**src/rtl/secded_dec_pipe_if.sv**
```systemverilog
// Stream/status bundle for the pipelined SECDED decoder: codeword in, decoded word
// and flags out, plus the error-statistics controls and results.
interface secded_dec_pipe_if #(
    parameter int K     = 8,
    parameter int CNT_W = 16
);
    function automatic int calc_m(input int k);
        int m;
        m = 0;
        for (int i = 1; i < 32; i++) begin
            if (m == 0 && (1 << i) >= i + k + 1) m = i;
        end
        return m;
    endfunction

    localparam int M = calc_m(K);
    localparam int N = M + K;

    logic [N:0]       d_i;
    logic             d_valid_i;
    logic             d_ready_o;
    logic             corr_en_i;
    logic [K-1:0]     q_o;
    logic             q_valid_o;
    logic             q_ready_i;
    logic [M-1:0]     syndrome_o;
    logic             sb_err_o;
    logic             db_err_o;
    logic             sb_fix_o;
    logic             clr_i;
    logic [CNT_W-1:0] sb_cnt_o;
    logic [CNT_W-1:0] db_cnt_o;
    logic [M-1:0]     first_syn_o;
    logic             first_vld_o;

    modport master (
        output d_i, d_valid_i, corr_en_i, q_ready_i, clr_i,
        input  d_ready_o, q_o, q_valid_o, syndrome_o, sb_err_o, db_err_o, sb_fix_o,
               sb_cnt_o, db_cnt_o, first_syn_o, first_vld_o
    );

    modport slave (
        input  d_i, d_valid_i, corr_en_i, q_ready_i, clr_i,
        output d_ready_o, q_o, q_valid_o, syndrome_o, sb_err_o, db_err_o, sb_fix_o,
               sb_cnt_o, db_cnt_o, first_syn_o, first_vld_o
    );
endinterface

```
**src/rtl/secded_dec_pipe.sv**
```systemverilog
// Two-stage Hamming SECDED decoder with valid/ready flow control, optional
// single-error correction, saturating error counters and first-error capture.
module secded_dec_pipe #(
    parameter int K     = 8,
    parameter int CNT_W = 16
) (
    input  logic             clk_i,
    input  logic             rst_i,
    secded_dec_pipe_if.slave bus
);
    function automatic int calc_m(input int k);
        int m;
        m = 0;
        for (int i = 1; i < 32; i++) begin
            if (m == 0 && (1 << i) >= i + k + 1) m = i;
        end
        return m;
    endfunction

    localparam int M = calc_m(K);
    localparam int N = M + K;

    // Hamming position of the idx-th data bit (non-power-of-two positions, ascending).
    function automatic int data_pos(input int idx);
        int cnt;
        int res;
        cnt = 0;
        res = 0;
        for (int p = 1; p <= N; p++) begin
            if ((p & (p - 1)) != 0) begin
                if (cnt == idx) res = p;
                cnt++;
            end
        end
        return res;
    endfunction

    function automatic logic [N:0] syn_mask(input int b);
        logic [N:0] m;
        m = '0;
        for (int p = 1; p <= N; p++) begin
            if (((p >> b) & 1) == 1) m[p] = 1'b1;
        end
        return m;
    endfunction

    logic             s1_valid_q, s1_valid_d;
    logic [K-1:0]     s1_data_q, s1_data_d;
    logic [M-1:0]     s1_syn_q, s1_syn_d;
    logic             s1_par_q, s1_par_d;
    logic             s1_corr_q, s1_corr_d;

    logic             s2_valid_q, s2_valid_d;
    logic [K-1:0]     s2_q_q, s2_q_d;
    logic [M-1:0]     s2_syn_q, s2_syn_d;
    logic             s2_sb_q, s2_sb_d;
    logic             s2_db_q, s2_db_d;
    logic             s2_fix_q, s2_fix_d;

    logic [CNT_W-1:0] sb_cnt_q, sb_cnt_d;
    logic [CNT_W-1:0] db_cnt_q, db_cnt_d;
    logic [M-1:0]     first_syn_q, first_syn_d;
    logic             first_vld_q, first_vld_d;

    logic [K-1:0]     in_data;
    logic [M-1:0]     in_syn;
    logic             in_par;
    logic [K-1:0]     dec_q;
    logic             syn_in_range;
    logic             dec_sb;
    logic             dec_db;
    logic             dec_fix;
    logic             s1_adv;
    logic             s2_adv;
    logic             out_hs;

    assign s2_adv = !s2_valid_q || bus.q_ready_i;
    assign s1_adv = !s1_valid_q || s2_adv;
    assign out_hs = s2_valid_q && bus.q_ready_i;
    assign in_par = ^bus.d_i;

    for (genvar gi = 0; gi < M; gi++) begin : g_syn
        localparam logic [N:0] MASK = syn_mask(gi);
        assign in_syn[gi] = ^(bus.d_i & MASK);
    end

    // Only data positions are kept past S1; a flip at a check/parity position
    // leaves the delivered data unchanged, so it needs no storage.
    for (genvar gi = 0; gi < K; gi++) begin : g_data
        localparam int         DP  = data_pos(gi);
        localparam logic [M-1:0] DPS = M'(DP);
        assign in_data[gi] = bus.d_i[DP];
        assign dec_q[gi]   = s1_data_q[gi] ^ (dec_fix && (s1_syn_q == DPS));
    end

    always_comb begin
        syn_in_range = (int'(s1_syn_q) <= N);
        dec_sb       = s1_par_q && syn_in_range;
        dec_db       = s1_par_q ? !syn_in_range : (s1_syn_q != '0);
        dec_fix      = dec_sb && s1_corr_q;
    end

    always_comb begin
        s1_valid_d  = s1_valid_q;
        s1_data_d   = s1_data_q;
        s1_syn_d    = s1_syn_q;
        s1_par_d    = s1_par_q;
        s1_corr_d   = s1_corr_q;
        s2_valid_d  = s2_valid_q;
        s2_q_d      = s2_q_q;
        s2_syn_d    = s2_syn_q;
        s2_sb_d     = s2_sb_q;
        s2_db_d     = s2_db_q;
        s2_fix_d    = s2_fix_q;
        sb_cnt_d    = sb_cnt_q;
        db_cnt_d    = db_cnt_q;
        first_syn_d = first_syn_q;
        first_vld_d = first_vld_q;

        if (s1_adv) begin
            s1_valid_d = bus.d_valid_i;
            if (bus.d_valid_i) begin
                s1_data_d = in_data;
                s1_syn_d  = in_syn;
                s1_par_d  = in_par;
                s1_corr_d = bus.corr_en_i;
            end
        end

        if (s2_adv) begin
            s2_valid_d = s1_valid_q;
            if (s1_valid_q) begin
                s2_q_d   = dec_q;
                s2_syn_d = s1_syn_q;
                s2_sb_d  = dec_sb;
                s2_db_d  = dec_db;
                s2_fix_d = dec_fix;
            end
        end

        // Clear takes priority over any same-cycle increment or capture.
        if (bus.clr_i) begin
            sb_cnt_d    = '0;
            db_cnt_d    = '0;
            first_syn_d = '0;
            first_vld_d = 1'b0;
        end else if (out_hs) begin
            if (s2_sb_q && sb_cnt_q != {CNT_W{1'b1}}) sb_cnt_d = sb_cnt_q + CNT_W'(1);
            if (s2_db_q && db_cnt_q != {CNT_W{1'b1}}) db_cnt_d = db_cnt_q + CNT_W'(1);
            if ((s2_sb_q || s2_db_q) && !first_vld_q) begin
                first_syn_d = s2_syn_q;
                first_vld_d = 1'b1;
            end
        end
    end

    always_ff @(posedge clk_i) begin
        if (rst_i) begin
            s1_valid_q  <= 1'b0;
            s1_data_q   <= '0;
            s1_syn_q    <= '0;
            s1_par_q    <= 1'b0;
            s1_corr_q   <= 1'b0;
            s2_valid_q  <= 1'b0;
            s2_q_q      <= '0;
            s2_syn_q    <= '0;
            s2_sb_q     <= 1'b0;
            s2_db_q     <= 1'b0;
            s2_fix_q    <= 1'b0;
            sb_cnt_q    <= '0;
            db_cnt_q    <= '0;
            first_syn_q <= '0;
            first_vld_q <= 1'b0;
        end else begin
            s1_valid_q  <= s1_valid_d;
            s1_data_q   <= s1_data_d;
            s1_syn_q    <= s1_syn_d;
            s1_par_q    <= s1_par_d;
            s1_corr_q   <= s1_corr_d;
            s2_valid_q  <= s2_valid_d;
            s2_q_q      <= s2_q_d;
            s2_syn_q    <= s2_syn_d;
            s2_sb_q     <= s2_sb_d;
            s2_db_q     <= s2_db_d;
            s2_fix_q    <= s2_fix_d;
            sb_cnt_q    <= sb_cnt_d;
            db_cnt_q    <= db_cnt_d;
            first_syn_q <= first_syn_d;
            first_vld_q <= first_vld_d;
        end
    end

    assign bus.d_ready_o   = s1_adv;
    assign bus.q_o         = s2_q_q;
    assign bus.q_valid_o   = s2_valid_q;
    assign bus.syndrome_o  = s2_syn_q;
    assign bus.sb_err_o    = s2_sb_q;
    assign bus.db_err_o    = s2_db_q;
    assign bus.sb_fix_o    = s2_fix_q;
    assign bus.sb_cnt_o    = sb_cnt_q;
    assign bus.db_cnt_o    = db_cnt_q;
    assign bus.first_syn_o = first_syn_q;
    assign bus.first_vld_o = first_vld_q;
endmodule

```
**src/flat_wrapper.sv**
```systemverilog
// flat-port wrapper written by rule: the top's interface ports become plain ports
module secded_dec_pipe_flat 
#(
    parameter int K     = 8,
    parameter int CNT_W = 16
)
  (clk_i, rst_i, bus_d_i, bus_d_valid_i, bus_corr_en_i, bus_q_ready_i, bus_clr_i, bus_d_ready_o, bus_q_o, bus_q_valid_o, bus_syndrome_o, bus_sb_err_o, bus_db_err_o, bus_sb_fix_o, bus_sb_cnt_o, bus_db_cnt_o, bus_first_syn_o, bus_first_vld_o);
  secded_dec_pipe_if #(.K(K), .CNT_W(CNT_W)) bus_i ();
  input  logic clk_i;
  input  logic rst_i;
  input wire logic [$bits(bus_i.d_i)-1:0] bus_d_i;
  input wire logic [$bits(bus_i.d_valid_i)-1:0] bus_d_valid_i;
  input wire logic [$bits(bus_i.corr_en_i)-1:0] bus_corr_en_i;
  input wire logic [$bits(bus_i.q_ready_i)-1:0] bus_q_ready_i;
  input wire logic [$bits(bus_i.clr_i)-1:0] bus_clr_i;
  output wire logic [$bits(bus_i.d_ready_o)-1:0] bus_d_ready_o;
  output wire logic [$bits(bus_i.q_o)-1:0] bus_q_o;
  output wire logic [$bits(bus_i.q_valid_o)-1:0] bus_q_valid_o;
  output wire logic [$bits(bus_i.syndrome_o)-1:0] bus_syndrome_o;
  output wire logic [$bits(bus_i.sb_err_o)-1:0] bus_sb_err_o;
  output wire logic [$bits(bus_i.db_err_o)-1:0] bus_db_err_o;
  output wire logic [$bits(bus_i.sb_fix_o)-1:0] bus_sb_fix_o;
  output wire logic [$bits(bus_i.sb_cnt_o)-1:0] bus_sb_cnt_o;
  output wire logic [$bits(bus_i.db_cnt_o)-1:0] bus_db_cnt_o;
  output wire logic [$bits(bus_i.first_syn_o)-1:0] bus_first_syn_o;
  output wire logic [$bits(bus_i.first_vld_o)-1:0] bus_first_vld_o;
  assign bus_i.d_i = bus_d_i;
  assign bus_i.d_valid_i = bus_d_valid_i;
  assign bus_i.corr_en_i = bus_corr_en_i;
  assign bus_i.q_ready_i = bus_q_ready_i;
  assign bus_i.clr_i = bus_clr_i;
  assign bus_d_ready_o = bus_i.d_ready_o;
  assign bus_q_o = bus_i.q_o;
  assign bus_q_valid_o = bus_i.q_valid_o;
  assign bus_syndrome_o = bus_i.syndrome_o;
  assign bus_sb_err_o = bus_i.sb_err_o;
  assign bus_db_err_o = bus_i.db_err_o;
  assign bus_sb_fix_o = bus_i.sb_fix_o;
  assign bus_sb_cnt_o = bus_i.sb_cnt_o;
  assign bus_db_cnt_o = bus_i.db_cnt_o;
  assign bus_first_syn_o = bus_i.first_syn_o;
  assign bus_first_vld_o = bus_i.first_vld_o;
  secded_dec_pipe #(.K(K), .CNT_W(CNT_W)) u_core (.clk_i(clk_i), .rst_i(rst_i), .bus(bus_i));
endmodule
```
**config.mk**
```make
export PLATFORM = sky130hd
export DESIGN_NAME = secded_dec_pipe_flat
export DESIGN_NICKNAME = d
export VERILOG_FILES = /design/src/rtl/secded_dec_pipe_if.sv /design/src/rtl/secded_dec_pipe.sv /design/src/flat_wrapper.sv
export SDC_FILE = /design/constraint.sdc
export NUM_CORES = 1
export LEC_CHECK = 0
export CAP_MARGIN = 20
export CORE_ASPECT_RATIO = 0.75
export CORE_MARGIN = 5
export CORE_UTILIZATION = 45
export CTS_CLUSTER_DIAMETER = 40
export DETAILED_ROUTE_END_ITERATION = 8
export PLACE_DENSITY = 0.81
export SETUP_SLACK_MARGIN = 0.02
export SLEW_MARGIN = 20
export SYNTH_ARGS = -nofsm -noshare
export SYNTH_HDL_FRONTEND = slang
export SYNTH_SLANG_ARGS = --single-unit
```
**constraint.sdc**
```tcl
create_clock -name clk_i -period 1.9 [get_ports clk_i]
set_input_delay 0.38 -clock clk_i [delete_from_list [all_inputs] [get_ports clk_i]]
set_output_delay 0.38 -clock clk_i [all_outputs]
set_load 0.005 [all_outputs]
```
==> reports/results.txt <==
reg2reg setup slack -> 0.13 ns
CTS tree -> yes
P_int -> 0.00245 W
PwrDens -> 728 nW/um^2
clock latency at the later pin of the worst-skew pair -> 0.34 ns
Setup Skew -> 0.00966 ns
peak supply drop -> 0.000533 V
Top Metal Used -> met4
Reg2Reg Launch Point -> u_core.bus.db_cnt_o[1]
Leak Pwr -> 1.58 nW
HP Start -> u_core.bus.sb_fix_o
Bufs and invs on worst path -> 1
layout filler cell count -> 569
Final ANT Viol Nets -> 0
Hold Path Stages -> 2
DRT iter0 DRCs -> 179
clk slew on worst S/H paths -> 0.08 ns
Clock Power Share -> 41.1%
M1 wire length -> 3710 um
WL met3 -> 472 um
pre-CTS WS -> -0.173 ns
TritonRoute pass-1 iters -> 4
placed cells -> 536
delay of the slowest critical-path stage -> 0.38 ns
syn_nets -> 383
setup repair bufs after CTS -> 0
antenna violations before repair -> 0
Post-Syn Instances -> 362
CP cell instances -> ha_1 > and3_2 > nand4_4 > o2111ai_4 > buf_4 > xor2_1 > nor2_1
GPL Wtd Cong -> 0.820
Slowest cell on crit path -> dfxtp_2
DR DRC count -> 0
HPWL after detailed placement -> 5850 um
Vias -> 2859
Synth Flop Type -> dfxtp_1
Worst R2R Path Depth -> 7
sw power -> 0.000770 W
Final Util -> 65.0%
CORE AREA -> 6800 um^2
Routed WL -> 7690 um
chip width -> 106 um
class of the worst hold path -> flip-flop to flip-flop
Worst Hold Path EP -> u_core.bus.sb_fix_o
Worst Path Required -> 2.12 ns
first-pass GRT wire length -> 12800 um
synth-to-layout area growth -> 41.1%
final hold slack -> 0.473 ns
synthesized area -> 3130 um^2
CP arrival -> 2.00 ns
pin count of the biggest net entering global routing -> 35
unrepaired setup endpoints after global routing -> yes
Synth Warn # -> 0
Hold Buf Count CTS -> 0
worst-case clock buffer depth -> 2
average wire per standard cell -> 13.9 um
Top delay family on crit path -> simple AND/OR/NAND/NOR gates
PortBufs -> 72
crit path launch type -> flip-flop
Combinational Power Share -> 11.5%
WS Path Type -> flip-flop to flip-flop
register area -> 1360 um^2
Multi-input gate area -> 1730 um^2
total gr overflow -> 0
row cnt -> 26
die area -> 8750 um^2
Syn Area/Cell -> 8.65 um^2
async set-or-reset flop fraction in the synthesized netlist -> 0%
Layout Nets -> 484
Die Height -> 82.2 um
most common cell after layout, fill and taps aside -> clkdlybuf4s50_1
number of synthesized flops with an enable pin -> 0
fin crit share -> 93.3%
status -> completed
vias in the first global route -> 2748
MaxCap Viol Count -> 0
Sw Ratio -> 23.9%
Final Hold Vio Count -> 0
PnR worst setup slack -> 0.127 ns
Root Driver -> clkbuf_8
wire length on met2 -> 3450 um
Initial Util -> 46.1%
min Tclk post-route -> 1.77 ns
Least-Margin Pin Slew -> 0.355 ns
global-route usage over all layers -> 18.3%
Reg-to-Reg End -> u_core.bus.db_cnt_o[7]
CP max FO -> 7
number of vias per cell -> 5.18
share of layout cells above drive strength 1 -> 12.8%
critical path endpoint category -> flip-flop
Slew headroom -> 76.4%
Clock Sinks -> 68
# diodes -> 0
CTS buffer count -> 9
Ports -> 73
Reg power frac -> 47.4%
most frequent cells in the layout -> clkdlybuf4s50_1, dfxtp_1, nor2_1
CTS H-tree depth -> 3
Cell variety after synth -> 40
Final Setup Violations -> 0
sequential-to-total area share from yosys stat -> 43.5%
Slew Limit Fails -> 0
total power -> 0.00322 W
fmax -> 0.564 GHz
final cell count without fillers -> 552
Synth Register Bits -> 68
==> metal layers <==
metal	global-route usage (%)	up-vias
met5	0	-
met4	4.40	0
met3	6.45	4
met2	30.2	76
met1	23.3	1314
li1	-	1465
==> registers in the layout, summed over array words and instances, names as in the netlist <==
register	count
u_core.bus.db_cnt_o	16
u_core.bus.sb_cnt_o	16
u_core.bus.q_o	8
u_core.s1_data_q	8
u_core.bus.first_syn_o	4
u_core.bus.syndrome_o	4
u_core.s1_syn_q	4
u_core.bus.db_err_o	1
u_core.bus.first_vld_o	1
u_core.bus.q_valid_o	1
u_core.bus.sb_err_o	1
u_core.bus.sb_fix_o	1
u_core.s1_corr_q	1
u_core.s1_par_q	1
u_core.s1_valid_q	1
==> Yosys cell counts, types with 2 or more instances <==
library cell | count | area, um^2
dfxtp_1 | 68 | 1360
a211oi_1 | 10 | 75.1
nor3_1 | 2 | 10.0
nand3_1 | 6 | 30.0
o21ai_0 | 7 | 35.0
a21oi_1 | 26 | 130
ha_1 | 2 | 25.0
nand4_1 | 13 | 81.3
xnor2_1 | 27 | 236
xor2_1 | 24 | 210
mux2i_1 | 8 | 80.1
inv_1 | 5 | 18.8
o2111ai_1 | 4 | 35.0
o31ai_1 | 2 | 15.0
o211ai_1 | 4 | 30.0
and4_1 | 3 | 26.3
nor2_1 | 52 | 195
clkbuf_1 | 12 | 45.0
nand2b_1 | 3 | 18.8
nor2b_1 | 2 | 12.5
and4_4 | 2 | 22.5
nand2_1 | 46 | 173
nor4_1 | 3 | 18.8
and2_1 | 3 | 18.8
and3_1 | 7 | 43.8
or4_1 | 2 | 15.0
or3_1 | 6 | 37.5
==> power by group through the flow <==
| stage | registers [W] | logic [W] | clock network (W) |
|---|---|---|---|
| floorplan | 0.00154 | 0.000209 | 0 |
| global placement | 0.00155 | 0.000361 | 0 |
| detailed placement | 0.00156 | 0.000371 | 0 |
| CTS | 0.00152 | 0.000371 | 0.00135 |
| global route | 0.00153 | 0.000407 | 0.00143 |
| finish | 0.00153 | 0.000369 | 0.00132 |
==> worst max path at each step <==
stage,cells past startpoint,slack (ns),start,endpoint
floorplan,6,0.09,u_core.bus.sb_cnt_o[0],u_core.bus.sb_cnt_o[9]
finish,7,0.13,u_core.bus.db_cnt_o[1],u_core.bus.db_cnt_o[7]
detailed placement,7,-0.17,bus_q_ready_i,u_core.bus.sb_cnt_o[6]
CTS,6,0.02,u_core.bus.db_cnt_o[1],u_core.bus.db_cnt_o[12]
global route,7,0.0009,u_core.bus.db_cnt_o[1],u_core.bus.db_cnt_o[4]
global placement,4,-0.12,bus_q_ready_i,bus_d_ready_o
==> tightest hold or removal path: cells and delay by family, from the launching register on <==
family	cells	cell delay, ns
AOI/OAI and AO/OA	1	0.05
DFF	1	0.32
and+or+nand+nor	1	0.05
==> layout make-up <==
| class | instances | area share [%] |
|---|---|---|
| multi-input cells | 276 | 39.1 |
| flip-flops and latches | 68 | 30.9 |
| repair buffers | 103 | 22.2 |
| clock buffers | 10 | 3.12 |
| well taps | 84 | 2.38 |
| clock inverters | 6 | 1.98 |
| inverters | 5 | 0.425 |
==> timing repair <==
item / CTS / global route
endpoints found under the hold margin: 0 / 0
gates cloned: 0 / 0
pin swaps: 0 / 1
resized for setup: 3 / 5
setup endpoints to repair: 2 / 14
==> cell families (layout without fill, tap and decap cells) <==
logic type      Yosys count  count (layout)  synth area share, %
simple gates            156             156                 24.1
flops                    68              68                 43.5
compound gates           59              59                 12.6
xor+xnor                 51              51                 14.3
buf+inv                  18             124                 2.20
mux                       8               8                 2.56
fa+ha+maj                 2               2                0.799
==> stage by stage <==
stage | setup TNS (ns) | area [um^2]
3_3_place_gp | -0.997 | 4170
4_1_cts | 0 | 4400
2_1_floorplan | 0 | 3130
3_5_place_dp | -1.89 | 4170
6_report | 0 | 4420
5_1_grt | 0 | 4420
No activity file was read; power rests on OpenSTA's default activity.
